**config.mk**
```make
export PLATFORM = sky130hd
export DESIGN_NAME = snake_dir_input
export DESIGN_NICKNAME = d
export VERILOG_FILES = /design/src/rtl/snake_dir_input.sv
export SDC_FILE = /design/constraint.sdc
export NUM_CORES = 1
export LEC_CHECK = 0
export CORE_ASPECT_RATIO = 1.75
export CORE_UTILIZATION = 60
export DETAILED_ROUTE_END_ITERATION = 6
export PLACE_DENSITY = 0.84
export SETUP_SLACK_MARGIN = 0.05
export SLEW_MARGIN = 10
export SYNTH_ARGS = -nofsm -noshare
export SYNTH_HDL_FRONTEND = slang
export SYNTH_SLANG_ARGS = --single-unit
```
**constraint.sdc**
```tcl
create_clock -name clk -period 2.38 [get_ports clk]
set_input_delay 0.238 -clock clk [delete_from_list [all_inputs] [get_ports clk]]
set_output_delay 0.238 -clock clk [all_outputs]
set_load 0.01 [all_outputs]
```
**src/rtl/snake_dir_input.sv**
```systemverilog
// Direction-key front end for the snake mover: 2-flop sync, per-key debounce, press arbitration, request store, reverse-safe commit.
// Optional SNAKE_DIR_QUEUE2_EN turns the single last-wins request into a 2-entry FIFO.
module snake_dir_input #(
    parameter int         DEBOUNCE_CYCLES = 500000,
    parameter logic [1:0] RESET_DIR       = 2'd0
) (
    input  logic       clk,
    input  logic       resetn,
    input  logic [3:0] key_n,
    input  logic       set_dir,
    output logic [1:0] dir,
    output logic       req_pending,
    output logic [1:0] req_dir,
    output logic [3:0] key_press
);
    localparam int            CW      = $clog2(DEBOUNCE_CYCLES) + 1;
    localparam logic [CW-1:0] CNT_MAX = CW'(DEBOUNCE_CYCLES - 1);

    logic [3:0]    sync1_q, sync2_q;
    logic [3:0]    stable_q, stable_d;
    logic [3:0]    key_press_q, key_press_d;
    logic [CW-1:0] cnt_q [4];
    logic [CW-1:0] cnt_d [4];
    logic [1:0]    dir_q, dir_d;

    logic       press_vld;
    logic [1:0] press_dir;
    logic [1:0] rev_dir;

    // Debounce: a level change is accepted only after DEBOUNCE_CYCLES consecutive differing samples.
    always_comb begin
        stable_d    = stable_q;
        key_press_d = '0;
        for (int i = 0; i < 4; i++) begin
            cnt_d[i] = cnt_q[i];
            if (sync2_q[i] == stable_q[i]) begin
                cnt_d[i] = '0;
            end else if (cnt_q[i] == CNT_MAX) begin
                stable_d[i]    = sync2_q[i];
                cnt_d[i]       = '0;
                key_press_d[i] = ~sync2_q[i];
            end else begin
                cnt_d[i] = cnt_q[i] + 1'b1;
            end
        end
    end

    always_comb begin
        press_vld = |key_press_q;
        if (key_press_q[0])      press_dir = 2'd0;
        else if (key_press_q[1]) press_dir = 2'd1;
        else if (key_press_q[2]) press_dir = 2'd2;
        else                     press_dir = 2'd3;
        rev_dir = dir_q ^ 2'b11;
    end

`ifdef SNAKE_DIR_QUEUE2_EN
    logic [1:0] q0_q, q0_d, q1_q, q1_d;
    logic [1:0] qcnt_q, qcnt_d;
    logic       pop, push;
    logic [1:0] tail_dir;

    always_comb begin
        dir_d    = dir_q;
        q0_d     = q0_q;
        q1_d     = q1_q;
        qcnt_d   = qcnt_q;
        tail_dir = (qcnt_q == 2'd2) ? q1_q : q0_q;
        pop      = set_dir && (qcnt_q != 2'd0);
        push     = press_vld && !((qcnt_q != 2'd0) && (press_dir == tail_dir));
        if (pop) begin
            if (q0_q != rev_dir) dir_d = q0_q;
            q0_d   = q1_q;
            qcnt_d = qcnt_q - 1'b1;
        end
        // A push into a full queue replaces the tail rather than growing it.
        if (push) begin
            if (qcnt_d == 2'd0) q0_d = press_dir;
            else                q1_d = press_dir;
            if (qcnt_d != 2'd2) qcnt_d = qcnt_d + 1'b1;
        end
    end

    always_ff @(posedge clk or negedge resetn) begin
        if (!resetn) begin
            q0_q   <= RESET_DIR;
            q1_q   <= RESET_DIR;
            qcnt_q <= '0;
        end else begin
            q0_q   <= q0_d;
            q1_q   <= q1_d;
            qcnt_q <= qcnt_d;
        end
    end

    assign req_dir     = q0_q;
    assign req_pending = (qcnt_q != 2'd0);
`else
    logic       pend_q, pend_d;
    logic [1:0] rdir_q, rdir_d;

    // Commit uses the pre-edge request; a press in the same cycle becomes the next request.
    always_comb begin
        dir_d  = dir_q;
        pend_d = pend_q;
        rdir_d = rdir_q;
        if (set_dir && pend_q) begin
            if (rdir_q != rev_dir) dir_d = rdir_q;
            pend_d = 1'b0;
        end
        if (press_vld) begin
            pend_d = 1'b1;
            rdir_d = press_dir;
        end
    end

    always_ff @(posedge clk or negedge resetn) begin
        if (!resetn) begin
            pend_q <= 1'b0;
            rdir_q <= RESET_DIR;
        end else begin
            pend_q <= pend_d;
            rdir_q <= rdir_d;
        end
    end

    assign req_dir     = rdir_q;
    assign req_pending = pend_q;
`endif

    always_ff @(posedge clk or negedge resetn) begin
        if (!resetn) begin
            sync1_q     <= 4'b1111;
            sync2_q     <= 4'b1111;
            stable_q    <= 4'b1111;
            key_press_q <= '0;
            dir_q       <= RESET_DIR;
            for (int i = 0; i < 4; i++) cnt_q[i] <= '0;
        end else begin
            sync1_q     <= key_n;
            sync2_q     <= sync1_q;
            stable_q    <= stable_d;
            key_press_q <= key_press_d;
            dir_q       <= dir_d;
            for (int i = 0; i < 4; i++) cnt_q[i] <= cnt_d[i];
        end
    end

    assign dir       = dir_q;
    assign key_press = key_press_q;
endmodule
```
# Word-level counts from Yosys, hierarchy flattened
# Cells that the tools add are included.
classes:
  n_addsub: 4
  n_mul: 0
  div: 0
  magnitude_cmp: 0
  n_eq_ne: 9
  shift: 0
  muxes: 21
  bitwise_logic: 9
  reduce_logical: 8
ops:
  columns: ["cell", "count"]
  rows:
  - ["$mux 20", 8]
  - ["$add 20x1->20 const B", 4]
  - ["$eq 20x19->1 const B", 4]
  - ["$mux 1", 11]
  - ["$reduce_and 2->1", 5]
  - ["$not 1->1", 8]
  - ["$eq 1x1->1", 4]
  - ["$mux 2", 2]
  - ["$reduce_or 4->1", 1]
  - ["$ne 2x2->1", 1]
  - ["$not 2->2", 1]
  - ["$reduce_bool 2->1", 1]
  - ["$logic_and 1x1->1", 1]
totals:
  register_bits: 101
  latchBits: 0
  ramBits: 0
  mem_bits_ro: 0
  word_cells: 65
  mem_count: 0

# Logic depth before layout (Yosys ltp)
# Gate-level depths: netlist (run 1).
depth:
  ltp_word: 3
  mapped_depth: 6

# Worst setup path after synthesis (run 1)
# No wires, ideal clock.
synth_timing:
  kind: "reg2reg"
  from: "register cnt_q[45] (netlist name)"
  to: "register cnt_q[49] (netlist name)"
  setup_time_ns: 0.119
  arrival_ns: 1.945
  t_required_ns: 2.261
  path_slack_ns: 0.317
  stages_incl_launch_ff: 7
  path_cell_list: "dfrtp_1 buf_6 or4_1 or4_4 o21ai_4 buf_6 nor2_1"
synth_rtl:
  columns: ["item", "line", "text"]
  rows:
  - ["start: declaration", "22", "logic [CW-1:0] cnt_q [4];"]

==> flow_summary.json, run 1 <==
{
  "status": "completed",
  "diodes": 0,
  "min_period_ns": 2.147,
  "slew_headroom": 0.5674,
  "first_iter_violations": 189,
  "routedWlPerCell_um": 15.46,
  "cap_violations": 0,
  "p_switching_mw": 0.6853,
  "skew_ns": 0.005923,
  "path_class": "reg2reg",
  "final_common_cell": "dfrtp_1",
  "synthFlopType": "dfrtp_1",
  "switching_share": 0.2032,
  "crit_path_end_kind": "register",
  "clockBufferDepth": 2,
  "crit_fanout": 19,
  "vias_per_cell": 6.086,
  "netlist_area_um2": 4790,
  "final_cell_mix": "dfrtp_1 (89), nor2_1 (83), xnor2_1 (50)",
  "remaining_drc_errors": 0,
  "antenna_found_initial": 0,
  "die_h_um": 120.2,
  "gr-total-overflow": 0,
  "p_int_mw": 2.687,
  "dp.final_hpwl_mm": 6.136,
  "synth_async_sr_flop_share": 1.000,
  "power.total_mw": 3.373,
  "yosysTopAreaCell": "dfrtp_1",
  "drt-total-wl_mm": 9.199,
  "die_w_um": 69.54,
  "p_per_area_nw_per_um2": 624.3,
  "hold_start": "key_n[2]",
  "netlist_instances": 474,
  "synthToLayoutAreaGrowth_pct": 12.80,
  "cts_htree_levels": 3,
  "tightest_slew_ns": 0.6430,
  "dpl_cell_area_um2": 5085,
  "clk_pin_slew_ns": 0.07,
  "synth_area_per_cell_um2": 10.10,
  "instances_no_fill": 595,
  "r2r_start": "cnt_q[50]",
  "hold_class": "in2reg",
  "syn-num-nets": 485,
  "r2r_end": "cnt_q[52]",
  "p_clk_frac": 0.441,
  "clock_sinks": 101,
  "drive_gt1_frac": 0.1006,
  "cp-start-kind": "register",
  "grt_util_all_layers": 0.2398,
  "cts_setup_buffers": 0,
  "seqPwrFrac": 0.526,
  "rows": 42,
  "crit_family": "simple AND/OR/NAND/NOR gates",
  "synth-edff-count": 0,
  "grt_pass1_vias": 3627,
  "dieArea_um2": 8358,
  "fin_crit_sh": 0.9022,
  "hold_depth": 1,
  "ff2ff_path_depth": 5,
  "io_pins": 16,
  "core_um2": 7672,
  "start_util": 0.6243,
  "root_buffer": "clkbuf_16",
  "yosys_warnings": 0,
  "nNetsFinal": 513,
  "synth-seq-cells": 101,
  "ctsResizeCount": 0,
  "dp.cells": 578,
  "synth.distinct_cells": 41,
  "grt_max_degree": 77,
  "cts_tree": "yes",
  "yosys.area.top_type_share": 0.4650,
  "first_pass_iters": 4,
  "crit_chain": "or4b_2 > or4_4 > o21ai_4 > buf_4 > nor2_1",
  "num_vias": 3621,
  "critPathBufInv": 1,
  "r2r_slack_ns": 0.23,
  "cp_slowest_cell": "or4b_2",
  "ir_drop_mv": 0.4198,
  "num-fill-cells": 563,
  "antenna_left": 0,
  "power.static_leakage_nw": 2.087,
  "fin_area_um2": 5403,
  "synth.area.top_cells": "dfrtp_1 (46%), xnor2_1 (9.1%), dfstp_2 (6.6%), nor2_1 (6.5%), nand4_1 (3.3%)",
  "gp_congestion": 0.8731,
  "finalMaxSlewViolations": 0,
  "layout.core_utilization": 0.7042,
  "rsz0062_at_grt": "no",
  "fmax_mhz": 465.7,
  "clock_latency_ns": 0.34,
  "grt_pass1_wl_mm": 16.01,
  "synth_seq_area_share": 0.5308,
  "arrival_ns": 2.37,
  "hold_viol_final": 0,
  "setup_tns_ns": 0,
  "cts_inserted_buffers": 9,
  "critPathMaxStageDelay_ns": 0.69,
  "p_comb_frac": 0.033,
  "required_ns": 2.60,
  "setup_viol": 0,
  "portBuffers": 15,
  "hold_path_end": "sync1_q[2]"
}
final cells by class:
cell class	instances	area, um^2	share of cell area
sequential	101	2542	0.4706
multi-input combinational	346	2130	0.3942
clock buffer	15	277.8	0.05141
timing repair buffer	26	245.2	0.04539
tap	88	110.1	0.02038
inverter	18	67.56	0.01251
clock inverter	1	30.03	0.005558
power groups by stage:
stage          Combinational, mW  Clock (mW)  Sequential [mW]
6_report                   0.111        1.49             1.77
5_1_grt                    0.127        1.58             1.78
4_1_cts                    0.115        1.51             1.77
3_5_place_dp               0.112           0             1.80
3_3_place_gp               0.108           0             1.80
2_1_floorplan             0.0531           0             1.79
worst max-delay path by stage:
stage,endpoint,start,cells after the start,slack [ns]
final,cnt_q[52],cnt_q[50],5,0.23
after global routing,cnt_q[50],cnt_q[50],5,0.16
after floorplan,cnt_q[49],cnt_q[45],6,0.32
after CTS,cnt_q[50],cnt_q[45],5,0.24
after global placement,cnt_q[51],cnt_q[45],5,0.32
after detailed placement,cnt_q[52],cnt_q[50],5,0.26
worst reg2reg max path: stages (launching register included):
cell and delay, ns:
dfrtp_1 0.42, or4b_2 0.69, or4_4 0.47, o21ai_4 0.13
buf_4 0.24, nor2_1 0.09
flip-flops by register name, indices dropped and copies added, names as in the netlist:
signal and cells:
sync1_q 4, req_pending 1, sync2_q 4, req_dir 2
dir 2, key_press 4, stable_q 4, cnt_q 80
layer usage:
metal  GRT usage  share of wire  vias up
met1      0.2782           0.40     1762
met5           0              0        -
met3     0.02750          0.027       34
met2      0.4126           0.54       92
met4      0.1620          0.038        0
li1            -              -     1733
cell families after synthesis:
kind of cell,after synthesis,share of synthesized area
compound gates,35,0.04990
buf+inv,27,0.02455
mux,7,0.01620
simple gates,238,0.2547
fa+ha+maj,4,0.01045
flops,101,0.5308
xor+xnor,62,0.1134
repair_timing:
item                                    in CTS  in global routing
endpoints found under the setup margin       0                  0
hold buffers                                 1                  0
hold endpoints to repair                    24                  0
cells in the mapped netlist (all sizes together), types with 6 or more instances:
| cell | instances |
|---|---|
| xnor2 | 50 |
| nor2 | 83 |
| xor2 | 12 |
| nand3 | 25 |
| a21oi | 12 |
| dfstp | 12 |
| clkbuf | 6 |
| dfrtp | 89 |
| inv | 18 |
| nor4 | 16 |
| or3 | 11 |
| o21ai | 8 |
| mux2 | 6 |
| or4 | 9 |
| nand2 | 23 |
| nor3 | 25 |
| nand4 | 25 |
stage by stage:
step | setup WS, ns | hold slack (ns)
2_1_floorplan | 0.3166 | -0.05759
3_3_place_gp | 0.3230 | 0.1612
3_5_place_dp | 0.2618 | 0.1679
4_1_cts | 0.2365 | 0.2959
5_1_grt | 0.1634 | 0.2969
6_report | 0.2328 | 0.2960
No activity file was read; power rests on OpenSTA's default activity.
==> inputs of run 2 (changes only) <==
--- a/config.mk
+++ b/config.mk
@@ -6,9 +6,9 @@
 export NUM_CORES = 1
 export LEC_CHECK = 0
 export CORE_ASPECT_RATIO = 1.75
-export CORE_UTILIZATION = 60
+export CORE_UTILIZATION = 55
 export DETAILED_ROUTE_END_ITERATION = 6
-export PLACE_DENSITY = 0.84
+export PLACE_DENSITY = 0.82
 export SETUP_SLACK_MARGIN = 0.05
 export SLEW_MARGIN = 10
 export SYNTH_ARGS = -nofsm -noshare
==> constraint.sdc (replaced) <==
create_clock -name clk -period 1.9 [get_ports clk]
set_input_delay 0.19 -clock clk [delete_from_list [all_inputs] [get_ports clk]]
set_output_delay 0.19 -clock clk [all_outputs]
set_load 0.01 [all_outputs]
==> run 2 against run 1 <==
Compared with the run above: the run now ends with setup timing left; setup slack got worse by 0.36 ns; power up 25%; fmax rose by 5.8%; register-to-register slack got worse by 0.36 ns; critical path depth did not move; cell area rose by 6.3%; sequential cell count is the same; clock skew increased by 0.0045 ns; largest cell class unchanged; largest power group unchanged; highest routed layer unchanged.
==> flow_summary.json, run 2 (same netlist as run 1, synthesis figures left out) <==
{
  "drive_gt1_frac": 0.1695,
  "cts_inserted_buffers": 9,
  "remaining_drc_errors": 0,
  "synthToLayoutAreaGrowth_pct": 19.91,
  "routedWlPerCell_um": 15.42,
  "gp_congestion": 0.8454,
  "vias_per_cell": 5.741,
  "largest_reg_flops": 80,
  "crit_family": "simple AND/OR/NAND/NOR gates",
  "violations": "setup timing",
  "fmax_mhz": 493.0,
  "seqPwrFrac": 0.525,
  "top_register": "cnt_q",
  "fin_crit_sh": 1.068,
  "path_class": "reg2reg",
  "p_switching_mw": 0.9112,
  "power.static_leakage_nw": 2.266,
  "ff2ff_path_depth": 5,
  "hold_ws_ns": 0.2559,
  "io_pins": 16,
  "startpoint": "cnt_q[50]",
  "cp-start-kind": "register",
  "grt_pass1_wl_mm": 16.88,
  "r2r_start": "cnt_q[50]",
  "cp_slowest_cell": "or4_4",
  "required_ns": 2.12,
  "r2r_slack_ns": -0.13,
  "layout_setup_ws_ns": -0.1286,
  "critPathBufInv": 1,
  "diodes": 0,
  "final_common_cell": "dfrtp_1",
  "dp.final_hpwl_mm": 6.943,
  "clk_pin_slew_ns": 0.07,
  "antenna_found_initial": 0,
  "p_per_area_nw_per_um2": 734.7,
  "setup_viol": 20,
  "min_period_ns": 2.029,
  "start_util": 0.5724,
  "rows": 44,
  "core_um2": 8368,
  "finalMaxSlewViolations": 0,
  "r2r_end": "cnt_q[49]",
  "arrival_ns": 2.25,
  "tightest_slew_ns": 0.6278,
  "gr-total-overflow": 0,
  "hold_viol_final": 0,
  "slew_headroom": 0.5815,
  "clockBufferDepth": 2,
  "final_cell_mix": "dfrtp_1 (89), nor2_1 (82), xnor2_1 (50), buf_4 (37)",
  "ir_drop_mv": 0.8078,
  "skew_ns": 0.01040,
  "grt_util_all_layers": 0.2390,
  "cts_tree": "yes",
  "root_buffer": "clkbuf_16",
  "clock_latency_ns": 0.34,
  "nNetsFinal": 543,
  "die_w_um": 72.54,
  "first_pass_iters": 4,
  "grt_pass1_vias": 3820,
  "die_h_um": 125.5,
  "crit_end": "cnt_q[49]",
  "grt_max_degree": 49,
  "antenna_left": 0,
  "num_vias": 3743,
  "cap_violations": 0,
  "dieArea_um2": 9100,
  "power.total_mw": 4.219,
  "num-fill-cells": 636,
  "crit_cells": 5,
  "layout.core_utilization": 0.6863,
  "critPathMaxStageDelay_ns": 0.56,
  "cts_htree_levels": 3,
  "crit_path_end_kind": "register",
  "clock_sinks": 101,
  "rsz0062_at_grt": "yes",
  "p_clk_frac": 0.435,
  "switching_share": 0.2159,
  "status": "complete, but fails checks",
  "crit_fanout": 19,
  "p_comb_frac": 0.040,
  "place_ws_ns": -0.1153,
  "portBuffers": 15,
  "drt-total-wl_mm": 10.06,
  "crit_chain": "or4b_4 > or4_4 > o21ai_4 > buf_12 > nor2_1",
  "hold_class": "in2reg",
  "p_int_mw": 3.308,
  "first_iter_violations": 238
}
run 2: changes by cell type in the layout (fill, tap and decap cells not counted), moves of 3 or more:
cell      previous run  this run
clkbuf_1             3         0
buf_12               1         4
buf_4               10        37
clkinv_2             0         3
run 2: area by class of cell:
cell class,instances,area [um^2],area share
repair buffers,56,508.0,0.08845
inverters,18,67.56,0.01176
well taps,115,143.9,0.02505
flip-flops and latches,101,2542,0.4427
clock inverters,6,62.56,0.01089
clock buffers,10,239.0,0.04161
multi-input cells,346,2180,0.3795
run 2: worst min-delay path by stage:
stage | start | to | slack [ns] | cells past startpoint
after floorplan | resetn | cnt_q[0] | -0.11 | 0
after global placement | resetn | cnt_q[56] | 0.24 | 1
after detailed placement | resetn | cnt_q[57] | 0.25 | 1
after CTS | key_n[0] | sync1_q[0] | 0.25 | 1
after global routing | key_n[3] | sync1_q[3] | 0.25 | 1
final | key_n[0] | sync1_q[0] | 0.26 | 1
run 2: power by group through the flow:
stage               clock network [mW]  registers [mW]  logic (mW)
detailed placement                   0            2.25       0.171
finish                            1.83            2.21       0.170
global placement                     0            2.25       0.165
global route                      1.96            2.22       0.192
floorplan                            0            2.25      0.0705
CTS                               1.86            2.21       0.174
run 2: through the flow:
step | cells | setup TNS, ns | area [um^2]
6_report | 652 | -2.225 | 5743
3_3_place_gp | 632 | -0.7658 | 5383
3_5_place_dp | 632 | -1.962 | 5383
4_1_cts | 650 | -2.219 | 5705
5_1_grt | 652 | -3.164 | 5743
2_1_floorplan | 474 | -1.592 | 4821
run 2: routing by layer:
layer	vias up	track usage	share of wire
met5	-	0	0
met4	0	0.1061	0.025
met3	18	0.05802	0.040
met2	83	0.4189	0.54
met1	1852	0.2684	0.40
li1	1790	-	-
run 2: timing repair:
action / CTS / global route
setup endpoints to repair: 29 / 42
pin swaps: 0 / 1
hold endpoints to repair: 40 / 0
buffers inserted: 1 / 2
resized for setup: 1 / 5
gates cloned: 0 / 0
hold buffers: 1 / 0
==> inputs of run 3 (changes only) <==
--- a/config.mk
+++ b/config.mk
@@ -6,9 +6,9 @@
 export NUM_CORES = 1
 export LEC_CHECK = 0
 export CORE_ASPECT_RATIO = 1.75
-export CORE_UTILIZATION = 55
+export CORE_UTILIZATION = 60
 export DETAILED_ROUTE_END_ITERATION = 6
-export PLACE_DENSITY = 0.82
+export PLACE_DENSITY = 0.84
 export SETUP_SLACK_MARGIN = 0.05
 export SLEW_MARGIN = 10
 export SYNTH_ARGS = -nofsm -noshare
==> constraint.sdc (replaced) <==
create_clock -name clk -period 2.1 [get_ports clk]
set_input_delay 0.21 -clock clk [delete_from_list [all_inputs] [get_ports clk]]
set_output_delay 0.21 -clock clk [all_outputs]
set_load 0.01 [all_outputs]
==> run 3 against run 2 <==
Compared with the run above: worst hold slack improved by 0.012 ns; largest cell class unchanged; wire length is 5.5% lower; clock skew is 0.0054 ns lower; the run now ends clean.
==> flow_summary.json, run 3 (same netlist as run 1, synthesis figures left out) <==
{
  "required_ns": 2.33,
  "start_util": 0.6243,
  "hold_viol_final": 0,
  "tightest_slew_ns": 0.4589,
  "cts_htree_levels": 3,
  "die_h_um": 120.2,
  "min_period_ns": 1.993,
  "p_comb_frac": 0.037,
  "grt_pass1_wl_mm": 16.42,
  "grt_util_all_layers": 0.2482,
  "p_clk_frac": 0.410,
  "remaining_drc_errors": 0,
  "die_w_um": 69.54,
  "cap_violations": 0,
  "status": "completed",
  "fin_crit_sh": 0.9488,
  "skew_ns": 0.005041,
  "cts_setup_buffers": 0,
  "grt_pass1_vias": 3623,
  "gp_congestion": 0.8727,
  "seqPwrFrac": 0.554,
  "hold_class": "in2reg",
  "p_switching_mw": 0.7982,
  "cp-start-kind": "register",
  "setup_viol": 0,
  "drive_gt1_frac": 0.1238,
  "root_buffer": "clkbuf_16",
  "switching_share": 0.2201,
  "grt_max_degree": 56,
  "diodes": 0,
  "rsz0062_at_grt": "yes",
  "p_per_area_nw_per_um2": 662.6,
  "dieArea_um2": 8358,
  "clock_latency_ns": 0.34,
  "core_um2": 7672,
  "crit_fanout": 19,
  "slew_headroom": 0.6912,
  "path_class": "reg2reg",
  "fmax_mhz": 501.9,
  "cts_inserted_buffers": 9,
  "vias_per_cell": 5.967,
  "io_pins": 16,
  "antenna_found_initial": 0,
  "top_register": "cnt_q",
  "nNetsFinal": 523,
  "clock_sinks": 101,
  "ir_drop_mv": 0.5977,
  "gr-total-overflow": 0,
  "clk_pin_slew_ns": 0.06,
  "num_vias": 3610,
  "rows": 42,
  "setup_tns_ns": 0,
  "synthToLayoutAreaGrowth_pct": 14.26,
  "dp.final_hpwl_mm": 6.445,
  "finalMaxSlewViolations": 0,
  "routedWlPerCell_um": 15.70,
  "p_int_mw": 2.828,
  "antenna_left": 0,
  "portBuffers": 15,
  "power.total_mw": 3.626,
  "first_pass_iters": 4,
  "drt-total-wl_mm": 9.498,
  "first_iter_violations": 308,
  "largest_reg_flops": 80,
  "clockBufferDepth": 2,
  "crit_path_end_kind": "register",
  "final_common_cell": "dfrtp_1",
  "arrival_ns": 2.22,
  "power.static_leakage_nw": 2.124,
  "cts_tree": "yes",
  "final_cell_mix": "dfrtp_1 (89), nor2_1 (83), xnor2_1 (50)"
}
==> run 3: changes by cell type in the layout (fill, tap and decap cells not counted), sizes merged <==
| cell | change |
|---|---|
| clkinv | -3 |
| buf | -20 |
| bufinv | -1 |
| clkinvlp | +2 |
| clkbuf | +2 |
==> run 3: final timing paths <==
check                                 from         end  slack [ns]  depth (start not counted)
min in group asynchronous           resetn   cnt_q[57]        0.28                          2
worst min register to register  sync1_q[2]  sync2_q[2]        0.36                          0
worst max register to register   cnt_q[50]   cnt_q[46]        0.11                          5
max in group asynchronous           resetn  sync2_q[2]        1.12                          3
worst max-delay path             cnt_q[50]   cnt_q[46]        0.11                          5
worst min-delay path              key_n[2]  sync1_q[2]        0.27                          1
==> run 3: final cells by class <==
cell class	count	area, um^2
sequential	101	2542
fill	536	2200
tap	88	110.1
timing repair buffer	36	345.3
multi-input combinational	346	2146
inverter	18	67.56
clock buffer	12	236.5
clock inverter	4	25.02
==> run 3: per-layer routing <==
metal | global-route usage | vias to the layer above | part of all wire
li1 | - | 1752 | -
met1 | 0.2867 | 1746 | 0.40
met2 | 0.4484 | 90 | 0.54
met3 | 0.02333 | 22 | 0.026
met4 | 0.1339 | 0 | 0.032
met5 | 0 | - | 0
==> run 3: worst max-delay path: stages (launching register included) <==
cell	delay, ns
dfrtp_1	0.38
or4b_4	0.53
or4_4	0.56
o21ai_4	0.18
buf_12	0.16
nor2_1	0.06
==> run 3: repair_timing <==
item	CTS	global route
hold endpoints to repair	18	0
endpoints found under the setup margin	0	14
gates resized for setup	0	3
hold buffers	1	0
==> run 3: power by group through the flow <==
stage                     Sequential [mW]  Clock (mW)  Combinational, mW
after global routing                 2.01        1.59              0.152
final                                2.01        1.49              0.133
after detailed placement             2.04           0              0.132
after floorplan                      2.03           0             0.0602
after CTS                            2.01        1.52              0.135
after global placement               2.04           0              0.130
==> run 3: through the flow <==
stage | std cells | instance area (um^2) | hold WS, ns | utilization | worst slack [ns]
final | 605 | 5473 | 0.2681 | 0.7133 | 0.1075
after global routing | 605 | 5473 | 0.2763 | 0.7133 | 0.01907
after CTS | 605 | 5460 | 0.2603 | 0.7117 | 0.06635
after detailed placement | 588 | 5189 | 0.1087 | 0.6763 | 0.09901
after global placement | 588 | 5189 | 0.1012 | 0.6763 | 0.1379
after floorplan | 474 | 4793 | -0.08559 | - | 0.05928
